File: config.mk
export PLATFORM = sky130hd
export DESIGN_NAME = led_prog_loader_flat
export DESIGN_NICKNAME = d
export VERILOG_FILES = /design/src/rtl/led_prog_loader_if.sv /design/src/rtl/led_prog_loader.sv /design/src/flat_wrapper.sv
export SDC_FILE = /design/constraint.sdc
export NUM_CORES = 1
export LEC_CHECK = 0
export CAP_MARGIN = 25
export CORE_ASPECT_RATIO = 0.8
export CORE_MARGIN = 5
export CORE_UTILIZATION = 42
export CTS_CLUSTER_SIZE = 14
export DETAILED_ROUTE_END_ITERATION = 7
export MAX_ROUTING_LAYER = met4
export PLACE_DENSITY = 0.65
export SETUP_SLACK_MARGIN = 0.02
export SLEW_MARGIN = 20
export SYNTH_ARGS = -nofsm -noshare
export SYNTH_HDL_FRONTEND = slang
export SYNTH_SLANG_ARGS = --single-unit
export TNS_END_PERCENT = 20
File: constraint.sdc
create_clock -name clk -period 1.9 [get_ports clk]
set_clock_uncertainty 0.05 [all_clocks]
set_input_delay 0.285 -clock clk [delete_from_list [all_inputs] [get_ports clk]]
set_output_delay 0.285 -clock clk [all_outputs]
set_load 0.02 [all_outputs]
File: src/rtl/led_prog_loader_if.sv
// Byte-stream handshake into the program loader.
//   in_data  : incoming byte (source -> loader)
//   in_valid : in_data is valid (source -> loader)
//   in_ready : loader can accept a byte (loader -> source)
// A byte is consumed on a cycle where in_valid && in_ready.
interface led_prog_loader_if;
    logic [7:0] in_data;
    logic       in_valid;
    logic       in_ready;

    modport master (output in_data, output in_valid, input in_ready);
    modport slave  (input in_data, input in_valid, output in_ready);
endinterface

File: src/rtl/led_prog_loader.sv
// Writer side of the LED-sequencer program memory.
// Parses frames of the form HEADER, N, N x (pattern, duration), checksum
// and writes each (pattern, duration) pair as one 16-bit word into the
// program RAM starting at address 0. Holds the sequencer core in reset
// until a frame loads with a matching XOR checksum.
// Ports:
//   clk, rst   : clock, synchronous active-high reset
//   in_bus     : byte-stream handshake (slave side)
//   wr_en      : one-cycle program-RAM write strobe
//   wr_addr    : program-RAM write address
//   wr_data    : program-RAM write data {pattern/target, duration}
//   cpu_hold   : sequencer core reset, 1 = core held
//   load_done  : sticky, last frame loaded with a good checksum
//   load_err   : sticky, last frame failed (bad checksum or timeout)
module led_prog_loader #(
    parameter logic [7:0]  HEADER  = 8'hA5,
    parameter int unsigned TIMEOUT = 50_000_000 / 16
) (
    input  logic                clk,
    input  logic                rst,
    led_prog_loader_if.slave    in_bus,
    output logic                wr_en,
    output logic [7:0]          wr_addr,
    output logic [15:0]         wr_data,
    output logic                cpu_hold,
    output logic                load_done,
    output logic                load_err
);

    localparam int unsigned TMO_W = $clog2(TIMEOUT + 1);

    typedef enum logic [2:0] {
        S_IDLE,
        S_COUNT,
        S_HI,
        S_LO,
        S_WRITE,
        S_CSUM,
        S_DONE,
        S_ERR
    } state_t;

    state_t          state_q, state_d;
    logic            wr_en_q, wr_en_d;
    logic [7:0]      wr_addr_q, wr_addr_d;
    logic [15:0]     wr_data_q, wr_data_d;
    logic            cpu_hold_q, cpu_hold_d;
    logic            done_q, done_d;
    logic            err_q, err_d;
    logic [7:0]      cnt_q, cnt_d;
    logic [7:0]      chk_q, chk_d;
    logic [TMO_W-1:0] tmo_q, tmo_d;

    logic            in_ready_c;
    logic            hs_c;
    logic [7:0]      byte_c;

    // Loader only stalls the source during the single write cycle.
    assign in_ready_c      = (state_q != S_WRITE);
    assign hs_c            = in_bus.in_valid && in_ready_c;
    assign byte_c          = in_bus.in_data;
    assign in_bus.in_ready = in_ready_c;

    // State and datapath registers.
    always_ff @(posedge clk) begin
        if (rst) begin
            state_q    <= S_IDLE;
            wr_en_q    <= 1'b0;
            wr_addr_q  <= 8'd0;
            wr_data_q  <= 16'd0;
            cpu_hold_q <= 1'b1;
            done_q     <= 1'b0;
            err_q      <= 1'b0;
            cnt_q      <= 8'd0;
            chk_q      <= 8'd0;
            tmo_q      <= '0;
        end else begin
            state_q    <= state_d;
            wr_en_q    <= wr_en_d;
            wr_addr_q  <= wr_addr_d;
            wr_data_q  <= wr_data_d;
            cpu_hold_q <= cpu_hold_d;
            done_q     <= done_d;
            err_q      <= err_d;
            cnt_q      <= cnt_d;
            chk_q      <= chk_d;
            tmo_q      <= tmo_d;
        end
    end

    // Next-state and next-output logic.
    always_comb begin
        state_d    = state_q;
        wr_en_d    = 1'b0;
        wr_addr_d  = wr_addr_q;
        wr_data_d  = wr_data_q;
        cpu_hold_d = cpu_hold_q;
        done_d     = done_q;
        err_d      = err_q;
        cnt_d      = cnt_q;
        chk_d      = chk_q;
        tmo_d      = '0;

        case (state_q)
            S_IDLE, S_DONE, S_ERR: begin
                // Non-header bytes outside a frame are dropped.
                if (hs_c && (byte_c == HEADER)) begin
                    state_d    = S_COUNT;
                    cpu_hold_d = 1'b1;
                    done_d     = 1'b0;
                    err_d      = 1'b0;
                    wr_addr_d  = 8'd0;
                    chk_d      = 8'd0;
                end
            end
            S_COUNT: begin
                if (hs_c) begin
                    cnt_d   = byte_c;
                    chk_d   = chk_q ^ byte_c;
                    state_d = (byte_c == 8'd0) ? S_CSUM : S_HI;
                end
            end
            S_HI: begin
                if (hs_c) begin
                    wr_data_d[15:8] = byte_c;
                    chk_d           = chk_q ^ byte_c;
                    state_d         = S_LO;
                end
            end
            S_LO: begin
                // Strobe is registered so it lines up with the WRITE cycle.
                if (hs_c) begin
                    wr_data_d[7:0] = byte_c;
                    chk_d          = chk_q ^ byte_c;
                    wr_en_d        = 1'b1;
                    state_d        = S_WRITE;
                end
            end
            S_WRITE: begin
                wr_addr_d = wr_addr_q + 8'd1;
                cnt_d     = cnt_q - 8'd1;
                state_d   = (cnt_q == 8'd1) ? S_CSUM : S_HI;
            end
            S_CSUM: begin
                if (hs_c) begin
                    if (byte_c == chk_q) begin
                        state_d    = S_DONE;
                        done_d     = 1'b1;
                        cpu_hold_d = 1'b0;
                    end else begin
                        state_d = S_ERR;
                        err_d   = 1'b1;
                    end
                end
            end
            default: state_d = S_IDLE;
        endcase

        // Inter-byte timeout inside a frame; already-issued writes stay in RAM.
        if ((state_q == S_COUNT || state_q == S_HI ||
             state_q == S_LO || state_q == S_CSUM) && !hs_c) begin
            if (tmo_q == TMO_W'(TIMEOUT - 1)) begin
                state_d = S_ERR;
                err_d   = 1'b1;
                wr_en_d = 1'b0;
            end else begin
                tmo_d = tmo_q + TMO_W'(1);
            end
        end
    end

    assign wr_en     = wr_en_q;
    assign wr_addr   = wr_addr_q;
    assign wr_data   = wr_data_q;
    assign cpu_hold  = cpu_hold_q;
    assign load_done = done_q;
    assign load_err  = err_q;

endmodule

File: src/flat_wrapper.sv
// flat-port wrapper written by rule: the top's interface ports become plain ports
module led_prog_loader_flat 
#(
    parameter logic [7:0]  HEADER  = 8'hA5,
    parameter int unsigned TIMEOUT = 50_000_000 / 16
)
  (clk, rst, wr_en, wr_addr, wr_data, cpu_hold, load_done, load_err, in_bus_in_data, in_bus_in_valid, in_bus_in_ready);
  led_prog_loader_if in_bus_i ();
  input  logic clk;
  input  logic rst;
  output logic wr_en;
  output logic [7:0] wr_addr;
  output logic [15:0] wr_data;
  output logic cpu_hold;
  output logic load_done;
  output logic load_err;
  input wire logic [$bits(in_bus_i.in_data)-1:0] in_bus_in_data;
  input wire logic [$bits(in_bus_i.in_valid)-1:0] in_bus_in_valid;
  output wire logic [$bits(in_bus_i.in_ready)-1:0] in_bus_in_ready;
  assign in_bus_i.in_data = in_bus_in_data;
  assign in_bus_i.in_valid = in_bus_in_valid;
  assign in_bus_in_ready = in_bus_i.in_ready;
  led_prog_loader #(.HEADER(HEADER), .TIMEOUT(TIMEOUT)) u_core (.clk(clk), .rst(rst), .in_bus(in_bus_i), .wr_en(wr_en), .wr_addr(wr_addr), .wr_data(wr_data), .cpu_hold(cpu_hold), .load_done(load_done), .load_err(load_err));
endmodule
Word level (Yosys, flattened, before mapping)
Index checks and enable logic that the tools add are counted.
{"block": "word_totals", "ff_bits": 69, "input_bits": 11, "output_inout_bits": 29, "elab_cells": 90}
{"block": "classes", "addsub": 3, "eq_ne": 17, "n_mux": 35, "n_bitwise": 2, "n_reduce_logical": 22}
{"cell": "case mux 8 bit (2 select lines)", "count": 3}
{"cell": "2-to-1 mux 3 bit", "count": 9}
{"cell": "2-to-1 mux 8 bit", "count": 3}
{"cell": "adder 22 x 1 -> 22 bit, second input constant", "count": 1}
{"cell": "equality test 22 bit, second input constant", "count": 1}
{"cell": "case mux 3 bit (6 select lines)", "count": 1}
{"cell": "2-to-1 mux 1 bit", "count": 16}
{"cell": "equality test 3 bit, second input constant", "count": 4}
{"cell": "inequality test 2 x 1 -> 1 bit, second input constant", "count": 5}
{"cell": "OR reduction 3 bit", "count": 3}
{"cell": "adder 8 x 1 -> 8 bit, second input constant", "count": 1}
{"cell": "equality test 8 x 1 -> 1 bit, second input constant", "count": 1}
{"cell": "equality test 8 bit", "count": 1}
{"cell": "equality test 8 bit, second input constant", "count": 1}
{"cell": "zero test 8 bit", "count": 1}
{"cell": "AND reduction 2 bit", "count": 4}
{"cell": "nonzero test 2 bit", "count": 4}
{"cell": "subtractor 8 x 1 -> 8 bit, second input constant", "count": 1}
{"cell": "XOR 8 bit", "count": 1}
{"cell": "equality test 3 x 2 -> 1 bit, second input constant", "count": 2}
{"cell": "case mux 1 bit (2 select lines)", "count": 3}
{"cell": "AND reduction 4 bit", "count": 1}
{"cell": "equality test 3 x 1 -> 1 bit, second input constant", "count": 1}
{"cell": "logical AND 1 bit", "count": 3}
{"cell": "other kinds (6)", "count": 8}

Longest topological paths before layout
Gate-level depths: netlist of run 1.
{"block": "logic_depth", "depth_word": 7, "ltp_mapped": 9, "ltp_nobuf": 7}

Worst setup path after synthesis of run 1
Ideal clock, no wire load.
{"block": "synth_timing", "path_type": "reg-to-reg", "start": "register u_core.state_q[2]", "end": "register u_core.state_q[2]", "setup_ns": 0.133, "arrival_ns": 1.736, "required_ns": 1.717, "setup_slack_ns": -0.018, "stages_incl_launch_ff": 10, "n_path_buf": 3, "synth_period_minus_slack_ns": 1.918, "path_cell_list": "dfxtp_1 -> buf_2 -> buf_2 -> inv_1 -> ha_1 -> clkbuf_1 -> nor2b_1 -> nor4_1 -> o32ai_1 -> a31oi_1"}
{"block": "synth_between", "elab_chain_cells": 7, "word_cells_on_any_way": 25, "classes_between": "eq/ne: 8; mux: 8; reduce/logical: 9"}
{"element": "from (decl)", "line_no": "led_prog_loader.sv:43", "source": "state_t state_q, state_d;"}
{"element": "from (signal assigned)", "line_no": "led_prog_loader.sv:78", "source": "state_q <= state_d;"}
{"element": "inequality test 3 bit", "line_no": "led_prog_loader.sv:59", "source": "assign in_ready_c = (state_q != S_WRITE);"}
{"element": "logical AND 1 bit", "line_no": "led_prog_loader.sv:60", "source": "assign hs_c = in_bus.in_valid && in_ready_c;"}
{"element": "logical AND 1 bit", "line_no": "led_prog_loader.sv:107", "source": "if (hs_c && (byte_c == HEADER)) begin"}
{"element": "2-to-1 mux 3 bit", "line_no": "led_prog_loader.sv:107"}
{"element": "case mux 3 bit (6 select lines)", "line_no": "led_prog_loader.sv:104", "source": "case (state_q)"}
{"element": "2-to-1 mux 3 bit", "line_no": "led_prog_loader.sv:162", "source": "if (tmo_q == TMO_W'(TIMEOUT - 1)) begin"}
{"element": "2-to-1 mux 3 bit (*)", "line_no": "led_prog_loader.sv:160", "source": "if ((state_q == S_COUNT || state_q == S_HI ||"}
Mark *: on every way between the ends. The rest lies on a longest branch, timed or not.
A chain may end at the register's enable or synchronous reset.

Worst setup path after layout of run 1
{"block": "layout_timing", "start": "register u_core.tmo_q[1]", "end": "register u_core.state_q[1]"}
{"block": "layout_between", "elab_chain_cells": 3}
{"element": "from (decl)", "line_no": "led_prog_loader.sv:52", "source": "logic [TMO_W-1:0] tmo_q, tmo_d;"}
{"element": "from (signal assigned)", "line_no": "led_prog_loader.sv:87", "source": "tmo_q <= tmo_d;"}
{"element": "equality test 22 bit", "line_no": "led_prog_loader.sv:162"}
{"element": "2-to-1 mux 3 bit", "line_no": "led_prog_loader.sv:162"}
{"element": "2-to-1 mux 3 bit", "line_no": "led_prog_loader.sv:160"}
Every way passes these cells.

==> results of run 1 <==
## cell usage after synthesis (all sizes together) (2+ instances only)
cell | number | area, um^2
nand2 | 57 | 221
and3 | 5 | 31.3
or2 | 2 | 12.5
inv | 14 | 52.6
ha | 5 | 62.6
nand3 | 18 | 95.1
nor2b | 12 | 75.1
a32o | 7 | 70.1
buf | 9 | 52.6
clkbuf | 12 | 45.0
a21oi | 35 | 175
nor3 | 13 | 75.1
o211ai | 5 | 37.5
a311oi | 4 | 35.0
nor4bb | 2 | 20.0
nand4 | 6 | 37.5
nor2 | 45 | 169
or4 | 5 | 45.0
nand3b | 2 | 15.0
xnor2 | 10 | 87.6
nor4 | 5 | 31.3
nor3b | 2 | 15.0
or3 | 4 | 25.0
a31oi | 6 | 37.5
o21ai | 12 | 60.1
dfxtp | 69 | 1380
o21a | 2 | 16.3
nand2b | 2 | 12.5
a221oi | 2 | 17.5
o311ai | 2 | 17.5
xor2 | 15 | 131
## worst max-delay path, stage by stage (launching register included)
cell and delay, ps:
dfxtp_2 360, ha_4 150, nand3_1 90, or2_1 230, or4_4 490, buf_4 170
o311a_2 130, a21oi_1 120
## how the worst max path moves through the flow
stage / from / to / cells past startpoint
2_1_floorplan: u_core.state_q[2] / u_core.chk_q[0] / 9
4_1_cts: in_bus_in_data[1] / u_core.state_q[0] / 6
3_5_place_dp: in_bus_in_data[3] / u_core.wr_addr[0] / 6
3_3_place_gp: in_bus_in_data[3] / u_core.wr_addr[0] / 6
6_report: u_core.tmo_q[1] / u_core.state_q[1] / 7
5_1_grt: u_core.tmo_q[1] / u_core.state_q[0] / 6
## report_power, final
group | internal (W) | total (W) | switching [W]
sequential | 0.00145 | 0.00145 | 0.00000133
clock | 0.000666 | 0.00121 | 0.000548
combinational | 0.0000663 | 0.000144 | 0.0000782
## registers in the layout, indices dropped and copies added (netlist names)
signal	cells
u_core.tmo_q	22
u_core.wr_data	16
u_core.chk_q	8
u_core.cnt_q	8
u_core.wr_addr	8
u_core.state_q	3
u_core.cpu_hold	1
u_core.load_done	1
u_core.load_err	1
u_core.wr_en	1
## cell usage in the layout (no fill, tap or decap), drive strengths merged, types with 2 or more instances in the layout
cell / n
nor2b: 12
nand3: 18
a32o: 7
nand4: 6
inv: 14
a2111o: 2
nor3: 13
o21ai: 12
nand2: 57
nor3b: 2
clkinv: 2
a21oi: 35
a221oi: 2
dlygate4sd2: 3
xnor2: 10
or4: 5
ha: 5
or3: 4
nand2b: 2
o21a: 2
clkbuf: 11
a31oi: 6
nor2: 45
nand3b: 2
nor4bb: 2
dlymetal6s2s: 5
and3: 5
o211ai: 5
buf: 64
or2: 2
clkdlybuf4s50: 31
dfxtp: 69
xor2: 15
o311ai: 2
nor4: 5
a311oi: 4
## per-stage QoR
stage / worst slack, ps / utilization / hold slack [ps] / instance area, um^2 / TNS (ps)
5_1_grt: -33.6 / 0.582 / 272 / 4560 / -60.0
3_3_place_gp: -440 / 0.540 / 387 / 4230 / -8560
4_1_cts: -25.6 / 0.574 / 328 / 4500 / -36.7
2_1_floorplan: -6.30 / - / 371 / 3350 / -44.1
6_report: 39.2 / 0.582 / 276 / 4560 / 0
3_5_place_dp: -482 / 0.540 / 394 / 4230 / -10180
## cells by family (layout without fill, tap and decap cells)
group / after synthesis / after routing / synth area share
AOI/OAI and AO/OA: 89 / 90 / 0.185
and+or+nand+nor: 183 / 183 / 0.270
adders and majority gates: 5 / 5 / 0.0187
muxes: 1 / 1 / 0.00336
xor gates and xnor gates: 25 / 25 / 0.0654
DFF: 69 / 69 / 0.413
buffers and inverters: 35 / 132 / 0.0448
## final cells by class
cell class	instances	share of cell area
well taps	108	0.0296
multi-input cells	304	0.418
flip-flops and latches	69	0.304
inverters	14	0.0115
clock buffers	11	0.0332
clock inverters	4	0.0104
repair buffers	103	0.193
## timing repair
item	4_1_cts	5_1_grt
resized for setup	19	17
gates cloned	1	0
hold buffers	0	0
endpoints found under the setup margin	26	25
pin swaps	5	5
buffers inserted	2	1
## routing by layer
layer	vias to the layer above	routed length (um)
met5	-	0
met4	0	68
met3	7	466
met2	104	4110
met1	1536	4680
li1	1641	-
==> flow_summary.yaml, run 1 <==
cells_and_area:
  area_growth_syn_to_layout_pct: 36.2
  antennaDiodeCount: 0
  final.fill_count: 717
  drive_gt1_frac: 0.212
  nNetsFinal: 517
  stdcell_count: 613
  final-seq-area_mm2: 0.00139
  multi_input_area_mm2: 0.00191
global_route:
  grt.busiest_layer: "met1"
  grtUsageTotal: 0.201
  gr-total-overflow: 0
  grt_max_degree: 31
  grt_pass1_wl_mm: 15.4
  grt_use_met3: 0.0466
  antenna_found_initial: 0
  use_met2: 0.283
  grt_use_met1: 0.288
  grt_pass1_vias: 3154
placement:
  dp_hpwl_mm: 6.51
  gp_congestion: 0.905
  port_buffers: 39
  placedCellCount: 594
timing:
  timing.fmax_ghz: 0.537
  setup_viol: 0
  slew_headroom: 0.690
  period_share: 0.979
  rsz0062_at_grt: "yes"
  fin_crit_ps: 1860
  hold_violations: 0
  drv_slew: 0
  worst_slew_pin_slew_ps: 464
hold_path:
  worstHoldPathType: "input pin to flop"
  min_from: "in_bus_in_data[0]"
  min_path_cells: 3
  worstHoldEndpoint: "u_core.wr_data[8]"
worst_setup_path:
  crit_fanout: 4
  critPathCaptureType: "flop"
  r2r-start: "u_core.tmo_q[1]"
  critical_path_class: "flop to flop"
  reg2reg_to: "u_core.state_q[1]"
  startpoint_type: "flop"
  r2r_cells: 7
  rrSetupSlack_ps: 40
  cp_data_arrival_time_ps: 2090
  required_ps: 2120
logic_synthesis:
  synth_cells: 407
  yosys_warnings: 0
  synth_edf_count: 0
  ys.flop_type: "dfxtp_1"
  synth_area_mm2: 0.00335
  ys_seq_area_frac: 0.413
  synth.ff_latch_count: 69
  syn_avg_cell_area_um2: 8.23
  syn-num-nets: 423
  synth_cell_types: 59
  synthArstFlopShare: 0
clock_network:
  clk_pin_slew_ps: 70
  h-tree-depth: 3
  clk_latency_ps: 340
  numClockSinks: 69
  clock_path_buffers: 2
  cts_tree: "built"
  cts_root_buffer: "clkbuf_8"
  cts_buffers: 9
flow_run:
  maxCapViolations: 0
drt:
  vias: 3288
  ant_nets: 0
  drc: 0
  drtPass1Iterations: 5
  via_per_inst: 5.36
  first_iter_violations: 299
  routed_wl_mm: 9.32
  wl_per_cell_um: 15.2
floorplan:
  io_pins: 40
  coreArea_mm2: 0.00784
  die_x_um: 110
  initial_utilization: 0.427
  rows: 29
  dieArea_mm2: 0.00987
  die_y_um: 89.9
power:
  power_density_mw_per_mm2: 615
  power.total_w: 0.00281
  power_leakage_nw: 1.63
  vdd_drop_max_v: 0.000417
status:
  status: "finished clean"
Note: power is estimated with default switching activity, not from simulation.
==> run 2, diff against run 1 <==
--- a/config.mk
+++ b/config.mk
@@ -5,14 +5,14 @@
 export SDC_FILE = /design/constraint.sdc
 export NUM_CORES = 1
 export LEC_CHECK = 0
+export ABC_AREA = 1
 export CAP_MARGIN = 25
 export CORE_ASPECT_RATIO = 0.8
-export CORE_MARGIN = 5
+export CORE_MARGIN = 2
 export CORE_UTILIZATION = 42
 export CTS_CLUSTER_SIZE = 14
 export DETAILED_ROUTE_END_ITERATION = 7
 export MAX_ROUTING_LAYER = met4
-export PLACE_DENSITY = 0.65
 export SETUP_SLACK_MARGIN = 0.02
 export SLEW_MARGIN = 20
 export SYNTH_ARGS = -nofsm -noshare
==> flow_summary.yaml, run 2 <==
power:
  power_leakage_nw: 1.76
  power_density_mw_per_mm2: 622
  vdd_drop_max_v: 0.000387
  power.total_w: 0.00278
timing:
  fin_crit_ps: 1720
  timing.fmax_ghz: 0.580
  period_share: 0.908
  rsz0062_at_grt: "no"
  whs_ps: 393
  setup_viol: 0
  hold_violations: 0
  drv_slew: 0
  setup_tns_ps: 0
  worst_slew_pin_slew_ps: 344
  slew_headroom: 0.770
logic_synthesis:
  syn_avg_cell_area_um2: 6.68
  synth_cell_types: 40
  synth.ff_latch_count: 69
  ys.flop_type: "dfxtp_1"
  synth_area_mm2: 0.00357
  yosys.area.top_type_share: 0.387
  yosysTopAreaCell: "dfxtp_1"
  syn-num-nets: 550
  synth_cells: 534
  yosys_warnings: 0
  synth_edf_count: 0
  synthArstFlopShare: 0
  ys_seq_area_frac: 0.387
  yosysMostFrequentCell: "nand2_1"
  synth_common_cells: "118 x nand2_1, 80 x nor2_1, 69 x dfxtp_1"
  synthTopCellsByArea: "dfxtp_1 39%, nand2_1 12%, nor2_1 8.4%, inv_1 6.6%, a21oi_1 6.0%"
global_route:
  grt_pass1_vias: 3214
  grtUsageTotal: 0.208
  grt_max_degree: 27
  antenna_found_initial: 0
  grt_pass1_wl_mm: 14.8
  gr-total-overflow: 0
cells_and_area:
  utilization: 0.535
  final_cell_mix: "118 x nand2_1, 80 x nor2_1, 67 x dfxtp_1"
  antennaDiodeCount: 0
  final.fill_count: 825
  final-seq-area_mm2: 0.00138
  largest-register: "u_core.tmo_q"
  fin_area_mm2: 0.00448
  multi_input_area_mm2: 0.00186
  drive_gt1_frac: 0.125
  layout_commonest_cell: "nand2_1"
  largest_reg_flops: 22
  nNetsFinal: 614
  area_growth_syn_to_layout_pct: 25.5
drt:
  vias: 3522
  ant_nets: 0
  wl_per_cell_um: 12.3
  first_iter_violations: 223
  drc: 0
  via_per_inst: 4.93
  routed_wl_mm: 8.76
  drtPass1Iterations: 4
clock_network:
  numClockSinks: 69
  h-tree-depth: 3
  cts_tree: "built"
  cts_buffers: 9
  clk_pin_slew_ps: 70
  clock_path_buffers: 2
  cts_root_buffer: "clkbuf_8"
  clk_latency_ps: 350
  ctsHoldBuffers: 0
flow_run:
  maxCapViolations: 0
hold_path:
  min_path_cells: 2
  worstHoldPathType: "flop to flop"
status:
  status: "finished clean"
worst_setup_path:
  slowest_delay_ps: 640
  slowest_stage: "clkdlybuf4s50_1"
  crit_fanout: 5
  startpoint_type: "flop"
  crit_buf_inv: 1
  cpLargestDelayFamily: "buffers and inverters"
  cp_data_arrival_time_ps: 1390
  critical_path_class: "flop to output port"
  r2r_cells: 7
  worst-path-stages: 1
  critPathCaptureType: "output port"
  path_cells: "clkdlybuf4s50_1"
  required_ps: 1560
floorplan:
  rows: 30
  die_y_um: 86.4
  initial_utilization: 0.426
  io_pins: 40
  die_x_um: 107
  dieArea_mm2: 0.00925
  coreArea_mm2: 0.00837
placement:
  dp_hpwl_mm: 6.53
  gp_congestion: 0.850
  port_buffers: 39
  dpl_cell_area_mm2: 0.00427
-- run 2: changes by cell type in the layout (fill, tap and decap cells not counted), sizes merged, moves of 7 or more --
cell / previous run / this run
a21oi: 35 / 44
a32o: 7 / 0
buf: 64 / 25
clkdlybuf4s50: 31 / 38
inv: 14 / 73
nand2: 57 / 124
nand3: 18 / 27
nor2: 45 / 89
nor2b: 12 / 0
o21ai: 12 / 40
xnor2: 10 / 2
xor2: 15 / 5
-- run 2: logic make-up after synthesis --
group / synth area share
adders and majority gates: 0.0175
xor gates and xnor gates: 0.0172
buffers and inverters: 0.0944
and+or+nand+nor: 0.344
AOI/OAI and AO/OA: 0.140
DFF: 0.387
-- run 2: final timing paths --
kind	start	endpoint	slack, ps
max	u_core.wr_addr[0]	wr_addr[0]	180
min	u_core.wr_data[6]	u_core.wr_data[6]	390
max reg2reg	u_core.tmo_q[4]	u_core.tmo_q[15]	210
min reg2reg	u_core.wr_data[6]	u_core.wr_data[6]	390
-- run 2: where the power goes --
group	switching [W]	total [W]	internal [W]	leakage (nW)
clock network	0.000540	0.00121	0.000666	0.101
registers	0.00000108	0.00145	0.00145	0.557
logic	0.0000741	0.000129	0.0000552	1.10
total	0.000616	0.00278	0.00217	1.76
-- run 2: final cells by class --
class,count,area share
well taps,112,0.0313
clock inverters,4,0.0106
flip-flops and latches,69,0.309
inverters,74,0.0623
repair buffers,64,0.137
clock buffers,11,0.0338
multi-input cells,380,0.415
-- run 2: per-stage QoR --
stage	std cells	setup slack [ps]
after global routing	714	29.4
after floorplan	534	355
after global placement	699	2.99
after CTS	714	131
final	714	175
after detailed placement	699	-44.6
-- run 2: what timing repair did --
action                                  CTS  global route
endpoints found under the setup margin    1             3
hold endpoints to repair                  0             0
gates resized for setup                   3             2
buffers inserted                          0             0
-- run 2: routing by layer --
metal / vias to the layer above / GRT usage / share of wire
li1: 1845 / - / -
met1: 1578 / 0.292 / 0.52
met2: 86 / 0.297 / 0.41
met3: 13 / 0.0459 / 0.061
met4: 0 / 0.0649 / 0.015
met5: - / - / 0
